File: config.mk
export PLATFORM = sky130hd
export DESIGN_NAME = uart_tx_ctrl
export DESIGN_NICKNAME = d
export VERILOG_FILES = /design/src/rtl/uart_pkg.sv /design/src/rtl/uart_baud_cnt.sv /design/src/rtl/uart_tx_ctrl.sv
export SDC_FILE = /design/constraint.sdc
export NUM_CORES = 1
export LEC_CHECK = 0
export BUFFER_PORTS_ARGS = -buffer_cell sky130_fd_sc_hd__buf_2
export CELL_PAD_IN_SITES_DETAIL_PLACEMENT = 2
export CELL_PAD_IN_SITES_GLOBAL_PLACEMENT = 2
export CORE_MARGIN = 3
export CORE_UTILIZATION = 35
export DETAILED_ROUTE_END_ITERATION = 6
export PLACE_DENSITY_LB_ADDON = 0.1
export SLEW_MARGIN = 5
export SYNTH_ARGS = -nofsm -noshare
export SYNTH_HDL_FRONTEND = slang
export SYNTH_SLANG_ARGS = --single-unit
File: constraint.sdc
create_clock -name clk -period 2 [get_ports clk]
set_input_delay 0.2 -clock clk [delete_from_list [all_inputs] [get_ports clk]]
set_output_delay 0.2 -clock clk [all_outputs]
set_load 0.1 [all_outputs]
File: src/rtl/uart_pkg.sv
// Shared UART types and constants used by the TX and RX paths.
package uart_pkg;

    localparam int unsigned W_DATA           = 8;
    localparam int unsigned W_BITCNT         = $clog2(W_DATA);
    localparam int unsigned BAUD_DIV_DEFAULT = 5208;  // 50 MHz / 9600 baud

    typedef logic [W_DATA-1:0] data_t;

    typedef enum logic [2:0] {
        IDLE,
        START,
        DATA,
        PARITY,
        STOP
    } tx_state_e;

endpackage

File: src/rtl/uart_baud_cnt.sv
// Bit-period timer: counts 0..BAUD_DIV-1 and flags the last clock of each period.
module uart_baud_cnt #(
    parameter int unsigned BAUD_DIV = uart_pkg::BAUD_DIV_DEFAULT
) (
    input  logic clk,
    input  logic rst,
    input  logic clear,
    output logic tick
);

    localparam int unsigned     W_CNT   = (BAUD_DIV > 1) ? $clog2(BAUD_DIV) : 1;
    localparam logic [W_CNT-1:0] CNT_MAX = W_CNT'(BAUD_DIV - 1);

    logic [W_CNT-1:0] cnt;

    assign tick = (cnt == CNT_MAX);

    // NOTE: state registers use non-blocking assignments so every flop samples pre-edge values.
    always_ff @(posedge clk or negedge rst) begin
        if (!rst) begin
            cnt <= '0;
        end else if (clear || tick) begin
            cnt <= '0;
        end else begin
            cnt <= cnt + W_CNT'(1);
        end
    end

endmodule

File: src/rtl/uart_tx_ctrl.sv
// UART transmit sequencer: drives the PISO shifter strobes and frames start/data/parity/stop on tx.
module uart_tx_ctrl
    import uart_pkg::*;
#(
    parameter int unsigned BAUD_DIV   = BAUD_DIV_DEFAULT,
    parameter int unsigned PARITY_EN  = 1,
    parameter int unsigned PARITY_ODD = 0,
    parameter int unsigned STOP_BITS  = 1
) (
    input  logic clk,
    input  logic rst,
    input  logic start,
    output logic busy,
    output logic done,
    output logic piso_load,
    output logic piso_enb,
    input  logic piso_out,
    input  logic piso_parity,
    output logic tx
);

    localparam logic [W_BITCNT-1:0] BIT_LAST  = W_BITCNT'(W_DATA - 1);
    localparam logic                PAR_INV   = (PARITY_ODD != 0);
    localparam logic                STOP_LAST = (STOP_BITS == 2);

    if (BAUD_DIV < 2) begin : g_bad_baud_div
        $error("uart_tx_ctrl: BAUD_DIV must be >= 2");
    end
    if (STOP_BITS != 1 && STOP_BITS != 2) begin : g_bad_stop_bits
        $error("uart_tx_ctrl: STOP_BITS must be 1 or 2");
    end

    tx_state_e           state, state_next;
    logic [W_BITCNT-1:0] bit_cnt, bit_cnt_next;
    logic                stop_cnt, stop_cnt_next;
    logic                done_next;
    logic                tick;
    logic                baud_clear;
    logic                accept;

    // Strobes must stay low while reset is held, even if the host raises start.
    assign accept     = rst && (state == IDLE) && start;
    assign baud_clear = (state == IDLE) || (state_next != state);

    uart_baud_cnt #(
        .BAUD_DIV (BAUD_DIV)
    ) u_baud_cnt (
        .clk   (clk),
        .rst   (rst),
        .clear (baud_clear),
        .tick  (tick)
    );

    always_ff @(posedge clk or negedge rst) begin
        if (!rst) begin
            state    <= IDLE;
            bit_cnt  <= '0;
            stop_cnt <= 1'b0;
            done     <= 1'b0;
        end else begin
            state    <= state_next;
            bit_cnt  <= bit_cnt_next;
            stop_cnt <= stop_cnt_next;
            done     <= done_next;
        end
    end

    // NOTE: every output of this block gets a default first, so no path can infer a latch.
    always_comb begin
        state_next    = state;
        bit_cnt_next  = bit_cnt;
        stop_cnt_next = stop_cnt;
        done_next     = 1'b0;
        piso_load     = 1'b0;
        piso_enb      = 1'b0;
        tx            = 1'b1;
        busy          = 1'b1;

        case (state)
            IDLE: begin
                busy = 1'b0;
                if (accept) begin
                    piso_load  = 1'b1;
                    piso_enb   = 1'b1;
                    state_next = START;
                end
            end

            START: begin
                tx = 1'b0;
                if (tick) begin
                    state_next   = DATA;
                    bit_cnt_next = '0;
                end
            end

            DATA: begin
                tx = piso_out;
                if (tick) begin
                    // Eight rotates bring the shifter back to its loaded value.
                    piso_enb = 1'b1;
                    if (bit_cnt < BIT_LAST) begin
                        bit_cnt_next = bit_cnt + W_BITCNT'(1);
                    end else if (PARITY_EN != 0) begin
                        state_next = PARITY;
                    end else begin
                        state_next    = STOP;
                        stop_cnt_next = 1'b0;
                    end
                end
            end

            PARITY: begin
                tx = piso_parity ^ PAR_INV;
                if (tick) begin
                    state_next    = STOP;
                    stop_cnt_next = 1'b0;
                end
            end

            STOP: begin
                if (tick) begin
                    if (stop_cnt == STOP_LAST) begin
                        state_next = IDLE;
                        done_next  = 1'b1;
                    end else begin
                        stop_cnt_next = 1'b1;
                    end
                end
            end

            default: begin
                busy       = 1'b0;
                state_next = IDLE;
            end
        endcase
    end

endmodule

* Yosys cells after proc, flatten, opt, wreduce, memory -nomap -nowiden
Index checks and enable logic that the tools add are counted.
** Storage, ports and cells
- Word-level logic and storage cells :: 55
- Bits of input ports :: 5
- Register bits :: 21
** Cells by class
- $lt $le $gt $ge :: 1
- Add/sub/neg operators :: 2
- Reduce and logical (&&, ||, !) cells :: 10
- Eq/ne operators :: 11
- Muxes and demuxes :: 26
** Operators with widths (number)
- $mux 3 :: 10
- $pmux 3 s5 :: 1
- $add 13x1->13 const B :: 1
- $eq 13x13->1 const B :: 1
- $mux 13 :: 1
- $mux 1 :: 10
- $ne 2x1->1 const B :: 4
- $eq 3x2->1 const B :: 2
- $pmux 3 s2 :: 1
- $pmux 1 s2 :: 2
- $reduce_and 4->1 :: 1
- $reduce_bool 2->1 :: 2
- $reduce_or 4->1 :: 1
- $add 3x1->3 const B :: 1
- $eq 3x1->1 const B :: 1
- $eq 3x3->1 const B :: 1
- $logic_not 3->1 :: 1
- $lt 3x3->1 const B :: 1
- $ne 3x3->1 :: 1
- $pmux 1 s3 :: 1
- $reduce_and 3->1 :: 1
- $logic_and 1x1->1 :: 2
- $logic_or 1x1->1 :: 2
- $ne 2x2->1 const B :: 1

* Longest topological paths before layout
Gate-level depths: netlist (run 1).
- Depth in word-level cells :: 9
- Mapped depth :: 8

* Hierarchy
Synthesis (run 1) repeated with hierarchy kept, for this count alone.
** Second synthesis, totals
- Cells, all modules :: 113
- Area, all modules :: 1114.8 µm²
** Modules (own cells, without submodules)
- uart_baud_cnt :: cells an instance 68, times used 1, area each 694.4 µm², sequential area each 325.3 µm²
- uart_tx_ctrl :: cells an instance 45, times used 1, area each 420.4 µm², sequential area each 175.2 µm²

* Worst setup path after synthesis (run 1)
No wires, ideal clock.
- Path type :: flip-flop to output port
- Start :: register u_baud_cnt.cnt[0]
- End :: output piso_enb
- Required time :: 1.800 ns
- Arrival time :: 3.199 ns
- Stages on the path, launching flop included :: 7
- Path slack :: -1.399 ns
- Buffers on the path :: 2
- Cells stage by stage :: dfrtp_1 -> ha_1 -> buf_2 -> and4_1 -> nand3_1 -> buf_2 -> o21ai_0
** On the way
- Word-level cells in the longest chain between the ends :: 3
** RTL lines
- start, declared :: RTL line uart_baud_cnt.sv:14 : logic [W_CNT-1:0] cnt;
- start signal, assigned :: RTL line uart_baud_cnt.sv:25 : cnt <= cnt + W_CNT'(1);
- $eq 13x13->1 :: RTL line uart_baud_cnt.sv:16 : assign tick = (cnt == CNT_MAX);
- $mux 1 :: RTL line uart_tx_ctrl.sv:99 : if (tick) begin
- $pmux 1 s2 :: RTL line uart_tx_ctrl.sv:79 : case (state)
- end, declared :: RTL line uart_tx_ctrl.sv:16 : output logic piso_enb,
Every way passes these cells.

* Worst setup path after layout (run 1)
- Start :: register u_baud_cnt.cnt[7]
- End :: output piso_enb
The elaborated chain is that of the path after synthesis.

==> results of run 1 <==
-- through the flow --
stage          hold WS [ns]  cell area (um2)   util  instances
2_1_floorplan       -0.0956             1070      -        104
3_3_place_gp          0.225             1190  0.426        144
3_5_place_dp          0.231             1190  0.426        144
4_1_cts               0.376             1280  0.455        152
5_1_grt               0.386             1310  0.468        154
6_report              0.408             1310  0.468        154
-- flip-flops by register name, summed over array words and instances, names as in the netlist --
register,flops
u_baud_cnt.cnt,13
bit_cnt,3
done,1
state,3
-- tightest hold or removal path, cell delays in order --
cell           delay [ns]
dlygate4sd3_1        0.52
buf_2                0.12
buf_4                0.27
-- path summary, 6_finish.rpt --
kind	startpoint	to	slack, ns	cells after the start
worst max-delay path	u_baud_cnt.cnt[7]	piso_enb	0.07	5
worst min-delay path	rst	u_baud_cnt.cnt[1]	0.41	3
worst max register to register	u_baud_cnt.cnt[7]	bit_cnt[2]	0.27	4
worst min register to register	u_baud_cnt.cnt[0]	u_baud_cnt.cnt[0]	0.57	2
max in group asynchronous	rst	u_baud_cnt.cnt[7]	1.36	3
min in group clk	start	state[0]	0.41	4
-- power breakdown --
group	switching [mW]	leakage [nW]	total [mW]	internal [mW]
Combinational	0.00944	0.339	0.0147	0.00530
Clock	0.124	0.0138	0.195	0.0702
Sequential	0	0.256	0.404	0.404
-- synth_stat cells (all sizes together) --
cell type,count,area share
nand3b,1,0.0072
nor4b,3,0.037
and3,2,0.012
inv,1,0.0036
o2bb2ai,1,0.0084
and4,3,0.025
nand4,5,0.030
dfrtp,20,0.48
clkbuf,2,0.0072
nor3,1,0.0048
or3,1,0.011
or2,2,0.012
a21o,1,0.0072
o21ai,3,0.014
o311ai,1,0.0084
nor3b,1,0.0072
nand3,8,0.038
buf,3,0.014
and2,2,0.012
xor2,10,0.084
mux2i,2,0.019
nand4b,1,0.0084
a211o,1,0.0084
nand2b,3,0.018
xnor2,2,0.017
a31oi,1,0.0060
nand2,6,0.022
nor2,15,0.054
ha,2,0.024
-- cell families (layout without fill, tap and decap cells) --
| kind of cell | Yosys count | in the layout |
|---|---|---|
| buffers and inverters | 6 | 25 |
| AO/OA/AOI/OAI | 8 | 8 |
| multiplexers | 2 | 2 |
| XOR/XNOR | 12 | 12 |
| AND/OR/NAND/NOR | 54 | 54 |
| adder cells (fa/ha/maj) | 2 | 2 |
| flip-flops | 20 | 20 |
-- per-layer routing --
| metal | vias up | track usage | wire length (um) |
|---|---|---|---|
| met5 | - | 0 | 0 |
| met2 | 9 | 0.282 | 1410 |
| met4 | 0 | 0.0619 | 43 |
| met1 | 431 | 0.250 | 1330 |
| li1 | 401 | - | - |
| met3 | 4 | 0.0426 | 65 |
-- cell type report --
type / count / share of cell area
clock buffers: 3 / 0.0172
multi-input cells: 78 / 0.436
well taps: 31 / 0.0296
inverters: 1 / 0.00286
repair buffers: 21 / 0.131
flip-flops and latches: 20 / 0.384
-- what timing repair did --
| item | CTS | global route |
|---|---|---|
| hold buffers | 1 | 0 |
| gates resized for setup | 4 | 5 |
| buffers inserted | 4 | 2 |
| endpoints found under the hold margin | 20 | 0 |
| setup endpoints to repair | 1 | 1 |
| pin swaps | 0 | 1 |
| gates cloned | 0 | 0 |
==> impl_metrics.py, run 1 <==
metrics = {
    "yosys": {
        "synth_seq_cells": 20,
        "synth_fa_ha_area_frac": 0.0240,
        "synth_nets": 111,
        "yosys.area_share.simple": 0.299,
        "synthXorXnorAreaFrac": 0.101,
        "synth_compound_area_frac": 0.0528,
        "syn-cell-area_um2": 1040,
        "muxShareOfSynthArea": 0.0192,
        "avgSynthCellArea_um2": 10.0,
        "syn_inst": 104,
        "yosysSeqAreaShare": 0.480,
        "synth_cell_types": 30,
        "synth_top_family_by_area": "simple AND/OR/NAND/NOR gates",
        "synth_warnings": 0,
    },
    "setup_path": {
        "cp.required_ns": 1.80,
        "crit_chain": "nor4b_4 -> nand3_2 -> buf_6 -> o21ai_4 -> buf_12",
        "arrival_ns": 1.73,
        "path_class": "flip-flop to primary output",
        "crit_slowest_cell": "dfrtp_2",
        "crit_family": "simple AND/OR/NAND/NOR gates",
        "critPathCaptureType": "primary output",
        "start_kind": "flip-flop",
        "max_stage_delay_ns": 0.44,
        "worstPathMaxFanout": 10,
        "worst-path-buf-inv": 2,
    },
    "global_route": {
        "first_global_vias": 914,
        "grt_usage": 0.182,
        "overflow": 0,
        "grt_max_degree": 21,
        "antenna_found_initial": 0,
        "grt_pass1_wl_mm": 4.77,
    },
    "sta": {
        "fin_skew_ns": 0.00517,
        "rsz0062_at_grt": "true",
        "setup_violations": 0,
        "fmax_ghz": 0.517,
        "fin_crit_ns": 1.93,
        "hold_viol_final": 0,
        "period_share": 0.967,
        "postLayoutSetupSlackWorst_ns": 0.0659,
        "drv_slew": 0,
        "worst_pin_slew_ns": 0.484,
        "slew-limit-headroom": 0.680,
        "final.setup.tns_ns": 0,
    },
    "layout": {
        "final_common_cell": "dfrtp_1",
        "area_delta_synth_final_pct": 25.8,
        "multi_input_area_um2": 572,
        "ff_latch_area_um2": 504,
        "antennaDiodeCount": 0,
        "fillers": 309,
        "drive_gt1_frac": 0.285,
        "nets": 132,
        "mostFrequentLayoutCells": "dfrtp_1 (17), nor2_1 (15), xor2_1 (10), buf_4 (10)",
    },
    "die": {
        "floorplan.rows": 19,
        "start_util": 0.372,
        "die_x_um": 60.6,
        "core-area_um2": 2810,
        "dieArea_um2": 3670,
        "io_pins": 10,
        "die_h_um": 60.6,
    },
    "routing": {
        "vias_per_cell": 5.49,
        "drt_pass1_iterations": 4,
        "num_vias": 845,
        "wire_per_inst_um": 18.5,
        "ant_nets": 0,
        "drtIter0Drc": 25,
        "wl_mm": 2.84,
        "drc_errors": 0,
    },
    "clock_tree": {
        "path_clk_slew_ns": 0.12,
        "insertion_delay_ns": 0.30,
        "cts_made_buffers": 3,
        "h-tree-depth": 1,
        "root_buffer": "clkbuf_4",
        "cts_tree": "built",
        "cts.sinks": 20,
        "cts_max_path_buffers": 2,
    },
    "placed_design": {
        "gp_congestion": 0.697,
        "io_buffers": 9,
        "dpl_worst_slack_ns": 0.214,
        "dp_hpwl_mm": 1.90,
    },
    "power_and_ir_drop": {
        "power.density_nw_per_um2": 467,
        "ir_worst_vdd_mv": 0.249,
        "power.leakage_nw": 0.609,
        "power_mw": 0.613,
    },
    "job": {
        "cap_violations": 0,
    },
    "hold_path": {
        "hold_class": "input port to async pin",
    },
    "run_status": {
        "status": "finished clean",
    },
}
Power figures use the tool's default switching activity.
==> inputs of run 2 (changes only) <==
--- a/config.mk
+++ b/config.mk
@@ -5,6 +5,7 @@
 export SDC_FILE = /design/constraint.sdc
 export NUM_CORES = 1
 export LEC_CHECK = 0
+export ABC_AREA = 1
 export BUFFER_PORTS_ARGS = -buffer_cell sky130_fd_sc_hd__buf_2
 export CELL_PAD_IN_SITES_DETAIL_PLACEMENT = 2
 export CELL_PAD_IN_SITES_GLOBAL_PLACEMENT = 2
==> impl_metrics.py, run 2 <==
metrics = {
    "clock_tree": {
        "cts_made_buffers": 3,
        "root_buffer": "clkbuf_4",
        "h-tree-depth": 1,
        "cts_tree": "built",
        "insertion_delay_ns": 0.31,
        "path_clk_slew_ns": 0.13,
        "cts_max_path_buffers": 2,
        "cts.sinks": 20,
    },
    "yosys": {
        "synth_nets": 167,
        "synth_top_cell_by_area": "dfrtp_1",
        "yosysSeqAreaShare": 0.395,
        "syn-cell-area_um2": 1270,
        "synth_edf_count": 0,
        "synth_warnings": 0,
        "syn_inst": 160,
        "synth_area_leaders": "dfrtp_1 (39%), nand2_1 (13%), inv_1 (6.2%)",
        "synth_cell_types": 21,
        "synth_common_cells": "nand2_1 (43), inv_1 (21), dfrtp_1 (20)",
        "synth_seq_cells": 20,
        "ys.flop_type": "dfrtp_1",
        "synth-async-reset-ratio": 1.00,
        "avgSynthCellArea_um2": 7.92,
        "synth_top_area_frac": 0.395,
        "synth_most_common_cell": "nand2_1",
    },
    "layout": {
        "antennaDiodeCount": 0,
        "final_common_cell": "nand2_1",
        "final_util": 0.432,
        "mostFrequentLayoutCells": "nand2_1 (43), inv_1 (21), dfrtp_1 (20), nor2_1 (15), nand3_1 (11)",
        "drive_gt1_frac": 0.267,
        "largest_reg_flops": 13,
        "fillers": 413,
        "largest_registers": "u_baud_cnt.cnt x13, bit_cnt x3, state x3",
        "final_cells": 222,
        "top_register": "u_baud_cnt.cnt",
        "nets": 184,
        "area_delta_synth_final_pct": 16.4,
        "design_area_um2": 1480,
    },
    "power_and_ir_drop": {
        "power.density_nw_per_um2": 516,
        "power.leakage_nw": 0.719,
        "power_mw": 0.761,
        "ir_worst_vdd_mv": 0.306,
    },
    "routing": {
        "wire_per_inst_um": 14.2,
        "drtIter0Drc": 28,
        "wl_mm": 3.15,
        "vias_per_cell": 4.91,
        "drt_pass1_iterations": 4,
        "drc_errors": 0,
        "num_vias": 1089,
        "ant_nets": 0,
    },
    "placed_design": {
        "post_dp_cell_area_um2": 1370,
        "placedCellCount": 215,
        "gp_congestion": 0.756,
        "io_buffers": 9,
        "dp_hpwl_mm": 2.42,
        "dpl_worst_slack_ns": 0.340,
    },
    "sta": {
        "fin_crit_ns": 1.89,
        "worst_pin_slew_ns": 0.485,
        "fmax_ghz": 0.529,
        "fin_skew_ns": 0.00869,
        "period_share": 0.945,
        "whs_ns": 0.259,
        "slew-limit-headroom": 0.679,
        "setup_violations": 0,
        "postLayoutSetupSlackWorst_ns": 0.110,
        "drv_slew": 0,
        "hold_viol_final": 0,
        "final.setup.tns_ns": 0,
    },
    "setup_path": {
        "start_kind": "flip-flop",
        "cp.required_ns": 1.80,
        "arrival_ns": 1.69,
        "worstPathMaxFanout": 4,
        "critPathCaptureType": "primary output",
        "path_class": "flip-flop to primary output",
    },
    "die": {
        "io_pins": 10,
        "die_x_um": 66.2,
        "floorplan.rows": 21,
        "dieArea_um2": 4380,
        "die_h_um": 66.2,
        "start_util": 0.371,
        "core-area_um2": 3420,
    },
    "job": {
        "cap_violations": 0,
    },
    "global_route": {
        "grt_usage": 0.172,
        "grt_pass1_wl_mm": 5.69,
        "antenna_found_initial": 0,
        "overflow": 0,
        "grt_max_degree": 21,
        "first_global_vias": 1222,
    },
    "hold_path": {
        "hold_class": "input port to flip-flop",
    },
    "run_status": {
        "status": "finished clean",
    },
}
[run 2: cell count changes in the layout (fill, tap and decap cells not counted), moves of 4 or more]
cell | previous run | this run
nand3_1 | 7 | 11
xor2_1 | 10 | 4
inv_1 | 1 | 21
nor2_4 | 0 | 7
nor2_2 | 0 | 10
buf_4 | 10 | 3
nand2_1 | 6 | 43
[run 2: worst max-delay path, stage by stage, from the launching register on]
cell,delay [ns]
dfrtp_1,0.44
ha_4,0.17
nand2_4,0.08
nor2_1,0.12
nand2_1,0.09
nor2_4,0.12
nand2_1,0.07
nand2_1,0.10
buf_12,0.18
[run 2: where the power goes]
group | internal, mW | switching (mW) | leakage, nW | total [mW]
Clock | 0.203 | 0.138 | 0.0279 | 0.341
Sequential | 0.404 | 0 | 0.260 | 0.404
Combinational | 0.00531 | 0.0103 | 0.432 | 0.0157
[run 2: kinds of logic after synthesis]
kind of cell               share of synthesized area
and+or+nand+nor                                0.446
buffers and inverters                         0.0869
AOI/OAI and AO/OA                             0.0247
adders and majority gates                     0.0197
DFF                                            0.395
xor gates and xnor gates                      0.0276
[run 2: layout make-up]
type	instances	area (um2)	area share
clock buffers	3	22.5	0.0153
clock inverters	1	30.0	0.0204
inverters	24	90.1	0.0611
multi-input cells	115	679	0.461
flip-flops and latches	20	500	0.339
well taps	46	57.6	0.0390
repair buffers	13	95.1	0.0645
[run 2: final timing paths]
kind	slack, ns	cells past startpoint	startpoint	to
setup / recovery	0.11	8	u_baud_cnt.cnt[1]	piso_enb
hold / removal	0.26	3	start	state[0]
setup reg to reg	0.56	7	u_baud_cnt.cnt[1]	u_baud_cnt.cnt[8]
hold reg to reg	0.53	2	bit_cnt[2]	bit_cnt[2]
max in group asynchronous	1.35	3	rst	state[0]
min in group asynchronous	0.42	3	rst	u_baud_cnt.cnt[8]
[run 2: layer usage]
| layer | track usage | wire [um] | vias up |
|---|---|---|---|
| met5 | 0 | 0 | - |
| met4 | 0.0787 | 75 | 0 |
| met3 | 0.0272 | 58 | 7 |
| met2 | 0.302 | 1660 | 12 |
| li1 | - | - | 529 |
| met1 | 0.204 | 1350 | 541 |
[run 2: timing repair]
item | 4_1_cts | 5_1_grt
buffers inserted | 1 | 1
endpoints found under the hold margin | 20 | 0
hold buffers | 1 | 0
resized for setup | 0 | 5
setup endpoints to repair | 1 | 2
==> inputs of run 3 (changes only) <==
==> constraint.sdc (replaced) <==
create_clock -name clk -period 2.3 [get_ports clk]
set_input_delay 0.23 -clock clk [delete_from_list [all_inputs] [get_ports clk]]
set_output_delay 0.23 -clock clk [all_outputs]
set_load 0.1 [all_outputs]
==> impl_metrics.py, run 3 (synthesis results as in run 2) <==
metrics = {
    "routing": {
        "vias_per_cell": 4.78,
        "drtIter0Drc": 8,
        "drc_errors": 0,
        "wire_per_inst_um": 14.8,
        "drt_pass1_iterations": 3,
        "wl_mm": 3.24,
        "ant_nets": 0,
        "num_vias": 1047,
    },
    "setup_path": {
        "worstPathMaxFanout": 5,
        "start_kind": "flip-flop",
        "path_class": "flip-flop to primary output",
        "critPathCaptureType": "primary output",
        "cp.required_ns": 2.07,
        "rrSetupSlack_ns": 0.78,
        "arrival_ns": 1.89,
    },
    "run_status": {
        "status": "finished clean",
    },
    "die": {
        "core-area_um2": 3420,
        "die_x_um": 66.2,
        "floorplan.rows": 21,
        "io_pins": 10,
        "start_util": 0.371,
        "dieArea_um2": 4380,
        "die_h_um": 66.2,
    },
    "placed_design": {
        "gp_congestion": 0.764,
        "dp_hpwl_mm": 2.63,
        "io_buffers": 9,
    },
    "sta": {
        "setup_violations": 0,
        "hold_viol_final": 0,
        "drv_slew": 0,
        "fmax_ghz": 0.472,
        "slew-limit-headroom": 0.677,
        "fin_skew_ns": 0.00349,
        "period_share": 0.921,
        "final.setup.tns_ns": 0,
        "worst_pin_slew_ns": 0.488,
        "fin_crit_ns": 2.12,
        "rsz0062_at_grt": "false",
    },
    "power_and_ir_drop": {
        "ir_worst_vdd_mv": 0.164,
        "power.leakage_nw": 0.692,
        "power.density_nw_per_um2": 388,
        "power_mw": 0.541,
    },
    "clock_tree": {
        "root_buffer": "clkbuf_4",
        "insertion_delay_ns": 0.31,
        "cts_tree": "built",
        "h-tree-depth": 1,
        "cts_max_path_buffers": 2,
        "path_clk_slew_ns": 0.12,
        "cts.sinks": 20,
        "cts_made_buffers": 3,
    },
    "global_route": {
        "first_global_vias": 1202,
        "grt_usage": 0.181,
        "antenna_found_initial": 0,
        "overflow": 0,
        "grt_max_degree": 21,
        "grt_pass1_wl_mm": 5.82,
    },
    "job": {
        "cap_violations": 0,
    },
    "layout": {
        "mostFrequentLayoutCells": "nand2_1 (43), inv_1 (21), dfrtp_1 (20), nor2_1 (15), nor2_2 (12)",
        "top_register": "u_baud_cnt.cnt",
        "area_delta_synth_final_pct": 9.87,
        "largest_registers": "u_baud_cnt.cnt x13, bit_cnt x3, state x3",
        "largest_reg_flops": 13,
        "drive_gt1_frac": 0.249,
        "antennaDiodeCount": 0,
        "final_common_cell": "nand2_1",
        "nets": 182,
        "fillers": 411,
    },
    "hold_path": {
        "hold_class": "input port to flip-flop",
    },
}
-- run 3: timing repair --
item                                    CTS  global route
endpoints found under the hold margin    20             0
resized for setup                         0             2
setup buffers                             0             0
hold buffers                              1             0
endpoints found under the setup margin    0             1
-- run 3: worst paths after layout --
kind	start	depth (start not counted)	to
max in group asynchronous	rst	3	bit_cnt[0]
worst max register to register	u_baud_cnt.cnt[0]	6	u_baud_cnt.cnt[4]
min in group asynchronous	rst	3	u_baud_cnt.cnt[9]
worst max-delay path	u_baud_cnt.cnt[0]	8	piso_enb
worst min-delay path	start	3	state[0]
worst min register to register	bit_cnt[1]	2	bit_cnt[1]
-- run 3: power breakdown --
group,switching [mW],leakage [nW],total (mW),internal (mW)
Combinational,0.00934,0.419,0.0140,0.00461
Clock,0.114,0.0138,0.176,0.0613
Sequential,0,0.260,0.351,0.351
Total,0.124,0.692,0.541,0.417
-- run 3: area by class of cell --
class,count,area [um2],area share
Inverter,24,90.1,0.0647
Multi-Input combinational cell,115,657,0.472
Sequential cell,20,500,0.359
Clock buffer,3,22.5,0.0162
Tap cell,46,57.6,0.0413
Timing Repair Buffer,11,65.1,0.0467
-- run 3: metal layers --
metal	share of wire	global-route usage	up-vias
li1	-	-	522
met1	0.42	0.208	512
met2	0.55	0.336	9
met3	0.015	0.0204	4
met4	0.015	0.0685	0
met5	0	0	-
-- run 3: critical path, cell delays in order, from the launching register on --
cell and delay, ns:
dfrtp_1 0.45, ha_1 0.26, nand2_4 0.10, nor2_1 0.12, nand2_1 0.07, nor2_2 0.17, nand2_1 0.07, nand2_1 0.06
buf_4 0.29
-- run 3: per-stage QoR --
stage                     worst slack [ns]  cell area [um2]  hold WS [ns]  std cells   util
after CTS                          0.00510             1390         0.262        219  0.407
final                                0.181             1390         0.265        219  0.408
after global placement               0.475             1360         0.260        215  0.397
after floorplan                      0.372             1270       -0.0656        160      -
after detailed placement             0.361             1360         0.273        215  0.397
after global routing               0.00662             1390         0.277        219  0.408
